`src/rtl/control_sequencer.sv`:
```
`default_nettype none
// ============================================================================
// Module      : control_sequencer
// Description : Hardwired control unit for the phase-2 CPU. Fetches each
//               instruction (PC -> MAR -> MDR -> IR), decodes IR and steps
//               through the execute T-states of R-format ALU instructions,
//               driving every datapath strobe as a Moore decode of state+IR.
// Ports       : Clock        - system clock, rising edge
//               Clear        - asynchronous active-low reset
//               Run          - execute enable, sampled in IDLE / last T-state
//               IR[31:0]     - instruction register (op, Ra, Rb, Rc fields)
//               *out         - bus drive strobes (PC, MDR, Zhigh, Zlow, HI, LO)
//               *in/IncPC/Read - register load and memory strobes
//               Rout/Rin     - one-hot GPR drive / load
//               ALUop[12:0]  - one-hot ALU operation select
//               Halted       - high while in HALT
//               instr_count  - retired-instruction counter (wraps)
//               state_dbg    - current state encoding
// Revision    : 1.0 - initial release
// ============================================================================
module control_sequencer #(
    parameter int CNT_W           = 16,
    parameter bit HALT_ON_ILLEGAL = 1'b1
) (
    input  logic             Clock,
    input  logic             Clear,
    input  logic             Run,
    input  logic [31:0]      IR,
    output logic             PCout,
    output logic             MDRout,
    output logic             Zhighout,
    output logic             Zlowout,
    output logic             HIout,
    output logic             LOout,
    output logic             PCin,
    output logic             MARin,
    output logic             MDRin,
    output logic             IRin,
    output logic             Zin,
    output logic             Yin,
    output logic             HIin,
    output logic             LOin,
    output logic             IncPC,
    output logic             Read,
    output logic [15:0]      Rout,
    output logic [15:0]      Rin,
    output logic [12:0]      ALUop,
    output logic             Halted,
    output logic [CNT_W-1:0] instr_count,
    output logic [3:0]       state_dbg
);

    // State encoding
    localparam logic [3:0] c_IDLE = 4'd0;
    localparam logic [3:0] c_T0   = 4'd1;
    localparam logic [3:0] c_T1   = 4'd2;
    localparam logic [3:0] c_T2   = 4'd3;
    localparam logic [3:0] c_T3   = 4'd4;
    localparam logic [3:0] c_T4   = 4'd5;
    localparam logic [3:0] c_T5   = 4'd6;
    localparam logic [3:0] c_T6   = 4'd7;
    localparam logic [3:0] c_HALT = 4'd8;

    // Where an illegal opcode sends the sequencer after its decode cycle
    localparam logic [3:0] c_ILLEGAL_NEXT = HALT_ON_ILLEGAL ? c_HALT : c_T0;

    logic [3:0]       r_state;
    logic [3:0]       w_next_state;
    logic [CNT_W-1:0] r_instr_count;

    // IR fields
    logic [4:0] w_op;
    logic [3:0] w_ra;
    logic [3:0] w_rb;
    logic [3:0] w_rc;
    logic       w_unused_ir;

    assign w_op        = IR[31:27];
    assign w_ra        = IR[26:23];
    assign w_rb        = IR[22:19];
    assign w_rc        = IR[18:15];
    assign w_unused_ir = ^IR[14:0];

    // Instruction class decode
    logic w_is_bin;
    logic w_is_md;
    logic w_is_un;
    logic w_illegal;
    logic w_last;

    assign w_is_bin  = (w_op >= 5'd3) && (w_op <= 5'd11);
    assign w_is_md   = (w_op == 5'd15) || (w_op == 5'd16);
    assign w_is_un   = (w_op == 5'd17) || (w_op == 5'd18);
    assign w_illegal = !(w_is_bin || w_is_md || w_is_un);

    // Final T-state of the instruction currently in IR; the only place
    // (besides IDLE) where Run is sampled and the counter advances.
    assign w_last = ((r_state == c_T4) && w_is_un)  ||
                    ((r_state == c_T5) && w_is_bin) ||
                    ((r_state == c_T6) && w_is_md);

    function automatic logic [15:0] f_reg_oh(input logic [3:0] idx);
        f_reg_oh = 16'h0001 << idx;
    endfunction

    // ALUop bit order, MSB first: ADD SUB SHR SHRA SHL ROR ROL AND OR MUL DIV NEG NOT
    function automatic logic [12:0] f_alu_oh(input logic [4:0] op);
        case (op)
            5'd3:    f_alu_oh = 13'b1_0000_0000_0000; // add
            5'd4:    f_alu_oh = 13'b0_1000_0000_0000; // sub
            5'd9:    f_alu_oh = 13'b0_0100_0000_0000; // shr
            5'd10:   f_alu_oh = 13'b0_0010_0000_0000; // shra
            5'd11:   f_alu_oh = 13'b0_0001_0000_0000; // shl
            5'd7:    f_alu_oh = 13'b0_0000_1000_0000; // ror
            5'd8:    f_alu_oh = 13'b0_0000_0100_0000; // rol
            5'd5:    f_alu_oh = 13'b0_0000_0010_0000; // and
            5'd6:    f_alu_oh = 13'b0_0000_0001_0000; // or
            5'd15:   f_alu_oh = 13'b0_0000_0000_1000; // mul
            5'd16:   f_alu_oh = 13'b0_0000_0000_0100; // div
            5'd17:   f_alu_oh = 13'b0_0000_0000_0010; // neg
            5'd18:   f_alu_oh = 13'b0_0000_0000_0001; // not
            default: f_alu_oh = 13'b0;
        endcase
    endfunction

    // ------------------------------------------------------------------
    // Next-state logic
    // ------------------------------------------------------------------
    always_comb begin
        w_next_state = c_IDLE;
        case (r_state)
            c_IDLE: w_next_state = Run ? c_T0 : c_IDLE;
            c_T0:   w_next_state = c_T1;
            c_T1:   w_next_state = c_T2;
            c_T2:   w_next_state = c_T3;
            c_T3:   w_next_state = w_illegal ? c_ILLEGAL_NEXT : c_T4;
            c_T4:   w_next_state = w_last ? (Run ? c_T0 : c_IDLE) : c_T5;
            c_T5:   w_next_state = w_last ? (Run ? c_T0 : c_IDLE) : c_T6;
            c_T6:   w_next_state = Run ? c_T0 : c_IDLE;
            c_HALT: w_next_state = c_HALT;
            default: w_next_state = c_IDLE;
        endcase
    end

    always_ff @(posedge Clock or negedge Clear) begin
        if (!Clear) begin
            r_state       <= c_IDLE;
            r_instr_count <= '0;
        end else begin
            r_state <= w_next_state;
            if (w_last) begin
                r_instr_count <= r_instr_count + CNT_W'(1);
            end
        end
    end

    // ------------------------------------------------------------------
    // Moore output decode: strobes depend only on state and IR, so they
    // are stable for a full cycle before the datapath samples them.
    // ------------------------------------------------------------------
    always_comb begin
        PCout    = 1'b0;
        MDRout   = 1'b0;
        Zhighout = 1'b0;
        Zlowout  = 1'b0;
        HIout    = 1'b0;
        LOout    = 1'b0;
        PCin     = 1'b0;
        MARin    = 1'b0;
        MDRin    = 1'b0;
        IRin     = 1'b0;
        Zin      = 1'b0;
        Yin      = 1'b0;
        HIin     = 1'b0;
        LOin     = 1'b0;
        IncPC    = 1'b0;
        Read     = 1'b0;
        Rout     = 16'h0000;
        Rin      = 16'h0000;
        ALUop    = 13'h0000;
        case (r_state)
            c_T0: begin
                PCout = 1'b1;
                MARin = 1'b1;
                IncPC = 1'b1;
                Zin   = 1'b1;
            end
            c_T1: begin
                Zlowout = 1'b1;
                PCin    = 1'b1;
                Read    = 1'b1;
                MDRin   = 1'b1;
            end
            c_T2: begin
                MDRout = 1'b1;
                IRin   = 1'b1;
            end
            c_T3: begin
                if (w_is_bin) begin
                    Rout = f_reg_oh(w_rb);
                    Yin  = 1'b1;
                end else if (w_is_md) begin
                    Rout = f_reg_oh(w_ra);
                    Yin  = 1'b1;
                end else if (w_is_un) begin
                    Rout  = f_reg_oh(w_rb);
                    ALUop = f_alu_oh(w_op);
                    Zin   = 1'b1;
                end
            end
            c_T4: begin
                if (w_is_bin) begin
                    Rout  = f_reg_oh(w_rc);
                    ALUop = f_alu_oh(w_op);
                    Zin   = 1'b1;
                end else if (w_is_md) begin
                    Rout  = f_reg_oh(w_rb);
                    ALUop = f_alu_oh(w_op);
                    Zin   = 1'b1;
                end else if (w_is_un) begin
                    Zlowout = 1'b1;
                    Rin     = f_reg_oh(w_ra);
                end
            end
            c_T5: begin
                if (w_is_bin) begin
                    Zlowout = 1'b1;
                    Rin     = f_reg_oh(w_ra);
                end else if (w_is_md) begin
                    Zlowout = 1'b1;
                    LOin    = 1'b1;
                end
            end
            c_T6: begin
                if (w_is_md) begin
                    Zhighout = 1'b1;
                    HIin     = 1'b1;
                end
            end
            default: ;
        endcase
    end

    assign Halted      = (r_state == c_HALT);
    assign instr_count = r_instr_count;
    assign state_dbg   = r_state;

endmodule
`default_nettype wire

```
`config.mk`:
```
export PLATFORM = sky130hd
export DESIGN_NAME = control_sequencer
export DESIGN_NICKNAME = d
export VERILOG_FILES = /design/src/rtl/control_sequencer.sv
export SDC_FILE = /design/constraint.sdc
export NUM_CORES = 1
export LEC_CHECK = 0
export CAP_MARGIN = 30
export CORE_MARGIN = 4
export CORE_UTILIZATION = 35
export CTS_CLUSTER_SIZE = 24
export DETAILED_ROUTE_END_ITERATION = 10
export HOLD_SLACK_MARGIN = 0.06
export PLACE_DENSITY = 0.75
export RECOVER_POWER = 50
export SLEW_MARGIN = 20
export SYNTH_ARGS = -nofsm -noshare
export SYNTH_HDL_FRONTEND = slang
export SYNTH_SLANG_ARGS = --single-unit
```
`constraint.sdc`:
```
create_clock -name Clock -period 2.4 [get_ports Clock]
set_input_delay 0.48 -clock Clock [delete_from_list [all_inputs] [get_ports Clock]]
set_output_delay 0.48 -clock Clock [all_outputs]
set_load 0.01 [all_outputs]
```
==> impl_results.md <==
- Cell taking the most area after synthesis: dfrtp_1
- Synth Area in Compound Gates: between 10% and 20%
- Die ar.: 7010 µm²
- Multi-input logic area: 1700 µm²
- Mux share of post-synthesis cell area: between 1.5 and 2%
- Synthesized flop and latch total: 20
- Register area share after synthesis: 25.0%
- Pre-CTS setup slack: -988 ps
- Vias in the first global route: 2,860
- Vias post-DR: ~2,800
- Share of cells above drive strength 1: 45.5%
- Placeable Area: 5540 µm²
- Mapped Area: 2010 µm²
- Min Clock Period, post-route: ~2500 ps
- Worst setup path class: primary input to output port
- IR drop worst, VDD: around 0.00037 V
- Clk Latency, worst-skew pair: 260 ps
- CTS Sinks: 20
- Area Growth Syn to Fin: 93.3%
- IO buf count: 99
- Setup_tns: -825 ps
- Top FF cell, synth: dfrtp_1
- LEAKAGE: between 1.5 and 2 nW
- Initial antenna violation count: 0
- Synthesis Warnings: 0
- WL per Instance: 16.6 µm
- RSZ-0062 raised after global routing: true
- Initial DRC Count: 120
- Syn avg cell area: between 7 and 8 µm²
- Post-synth cell types: 51
- Vias per cell: 5.51
- Placed insts: between 400 and 500
- CTS Hold Bufs: 0
- Failing checks: negative setup slack
- Critical Path AT: 2030 ps
- Final setup vio count: 16
- Status: finished with violations
- Final nets: 475
- Maximum clock frequency: 0.398 GHz
- Crit-path max FO: 8
- CP startpoint kind: primary input
- Fill cells: between 400 and 500
- DRC viols: 0
- FP Rows: 27
- Critical path buffer and inverter count: 3
- Die Ht: 83.7 µm
- Post-Synth Simple-Gate Area: between 40 and 50%
- Power density over cell area: roughly 510 nW/µm²
- Tot GR Track Use: 23.2%
- CP max stage cell: or4_4
- Cell count after synthesis: 265
- Xor/xnor cell area share of the yosys netlist: 6.99%
- Routed wire length: ~8500 µm
- Final non-filler cell total: a little over 500
- Worst Tran Pin Value: 1060 ps
- Post-synth EDFFs: 0
- Clock Pin Slew Worst Setup and Hold Paths: 70 ps
- Largest net degree at the start of global routing: 21
- CTS buffer count: 3
- Max Clock Skew: 2.44 ps
- Max_cap viols: 0
- Dpl hpwl: 5980 µm
- Final ANT Viol Nets: 0
- Synth top cells by count: nor2_1 (28), nand2_1 (24), dfrtp_1 (20)
- Worst Path Required: 1920 ps
- Largest family of logic cells by synthesized area: simple AND/OR/NAND/NOR gates
- Final hold vios: 0
- Slew headroom: 29.1%
- Inserted Diodes: 0
- Clock tree from TritonCTS: done
- Tcrit/Tclk final: 105%
- CP cell instances: buf_8 > buf_6 > nor3b_4 > o2bb2a_4 > or4_4 > a2bb2oi_2 > o21ai_1 > buf_2
- FF+latch area: 500 µm²
- Top post-synthesis cells by area: dfrtp_1 (25%), xnor2_1 (6.6%), nor2_1 (5.2%)
- Cell family with most CP delay: simple AND/OR/NAND/NOR gates
- Final WS setup: -111 ps
- Drt first pass iters: 4
- Crit-path max cell delay: approximately 470 ps
- Tot Pwr: 1.96 mW
- Post-Synth Adder-Cell Area: less than 1%
- Placer Congestion: 0.969
- Io pins: between 100 and 150
- Crit path capture type: output port
- Initial Util: 36.2%
- Die X: 83.7 µm
- Gr ovfl total: 0
- H-tree Lvls: 1
- Worst min-delay path class: flip-flop to flip-flop
- First-pass GRT wire length: 13,800 µm
- Count leader, synth: nor2_1
- Root Buffer: clkbuf_8
- CTS Buffer Depth: 2
- Top-area cell type share of the netlist area: between 20% and 30%
- Max-slew violation count: 0
- Synth async-reset ratio: 100%
[repair_timing]
item / in CTS / in global routing
gates cloned: 1 / 0
setup buffers: 16 / 7
gates resized for setup: 221 / 66
endpoints found under the setup margin: 55 / 47
pin swaps: 25 / 14
[flip-flops by register name (all words and copies together), names as in the netlist]
name / flops
instr_count: 16
state_dbg: 4
[metrics by stage]
stage / utilization [%] / hold WS, ps / area (µm²)
after detailed placement: 62.6 / 499 / 3470
after CTS: 67.4 / 508 / 3740
after floorplan: - / 184 / 2010
after global routing: 70.0 / 523 / 3880
after global placement: 62.6 / 461 / 3470
final: 70.0 / 487 / 3880
[cell usage in the layout, fill, tap and decap left out, types with 9 or more instances in the layout]
cell type	n
buf_2	25
buf_4	78
buf_6	13
clkbuf_2	14
clkdlybuf4s50_1	34
dfrtp_1	20
dlygate4sd2_1	14
nand2_1	22
nand2b_1	11
nand3_1	16
nand4_1	9
nor2_1	23
nor3_1	11
o221ai_2	12
xnor2_1	15
[area by class of cell]
type                    count  area share [%]
repair buffers            191            39.5
inverters                   3           0.291
clock buffers               3            1.07
multi-input cells         220            43.9
well taps                  72            2.32
flip-flops and latches     20            12.9
[path summary, 6_finish.rpt]
path,from,end,slack (ps),depth (start not counted)
min reg2reg,instr_count[15]$_DFFE_PN0P_,instr_count[15]$_DFFE_PN0P_,490,1
max reg2reg,state_dbg[1]$_DFF_PN0_,instr_count[1]$_DFFE_PN0P_,530,8
max,IR[27],Rout[8],-110,8
max in group asynchronous,Clear,instr_count[10]$_DFFE_PN0P_,830,2
min in group asynchronous,Clear,instr_count[15]$_DFFE_PN0P_,930,2
min,instr_count[15]$_DFFE_PN0P_,instr_count[15]$_DFFE_PN0P_,490,1
[cells by family after synthesis]
family                     count (synthesis)
and+or+nand+nor                          151
DFF                                       20
muxes                                      3
other                                      1
adders and majority gates                  1
xor gates and xnor gates                  16
buffers and inverters                     26
AOI/OAI and AO/OA                         47
[where the power goes]
group	internal (mW)	switching (mW)	leakage [nW]
registers	0.386	0.0575	0.272
logic	0.664	0.637	1.44
clock network	0.112	0.102	0.0216
[worst reg2reg max path, stage by stage (launching register included)]
cell and delay (ps):
dfrtp_1 430, buf_4 160, nor2b_2 170, buf_4 130, nand3_1 120, o221ai_4 110, buf_4 200, nand2_1 100
mux2_2 330
[metal layers]
layer	vias to the layer above	routed length, µm	track usage (%)
li1	1312	-	-
met1	1363	3410	28.8
met2	117	4380	42.0
met3	11	557	2.76
met4	0	114	6.29
met5	-	0	0
Note: power is estimated with default switching activity, not from simulation.
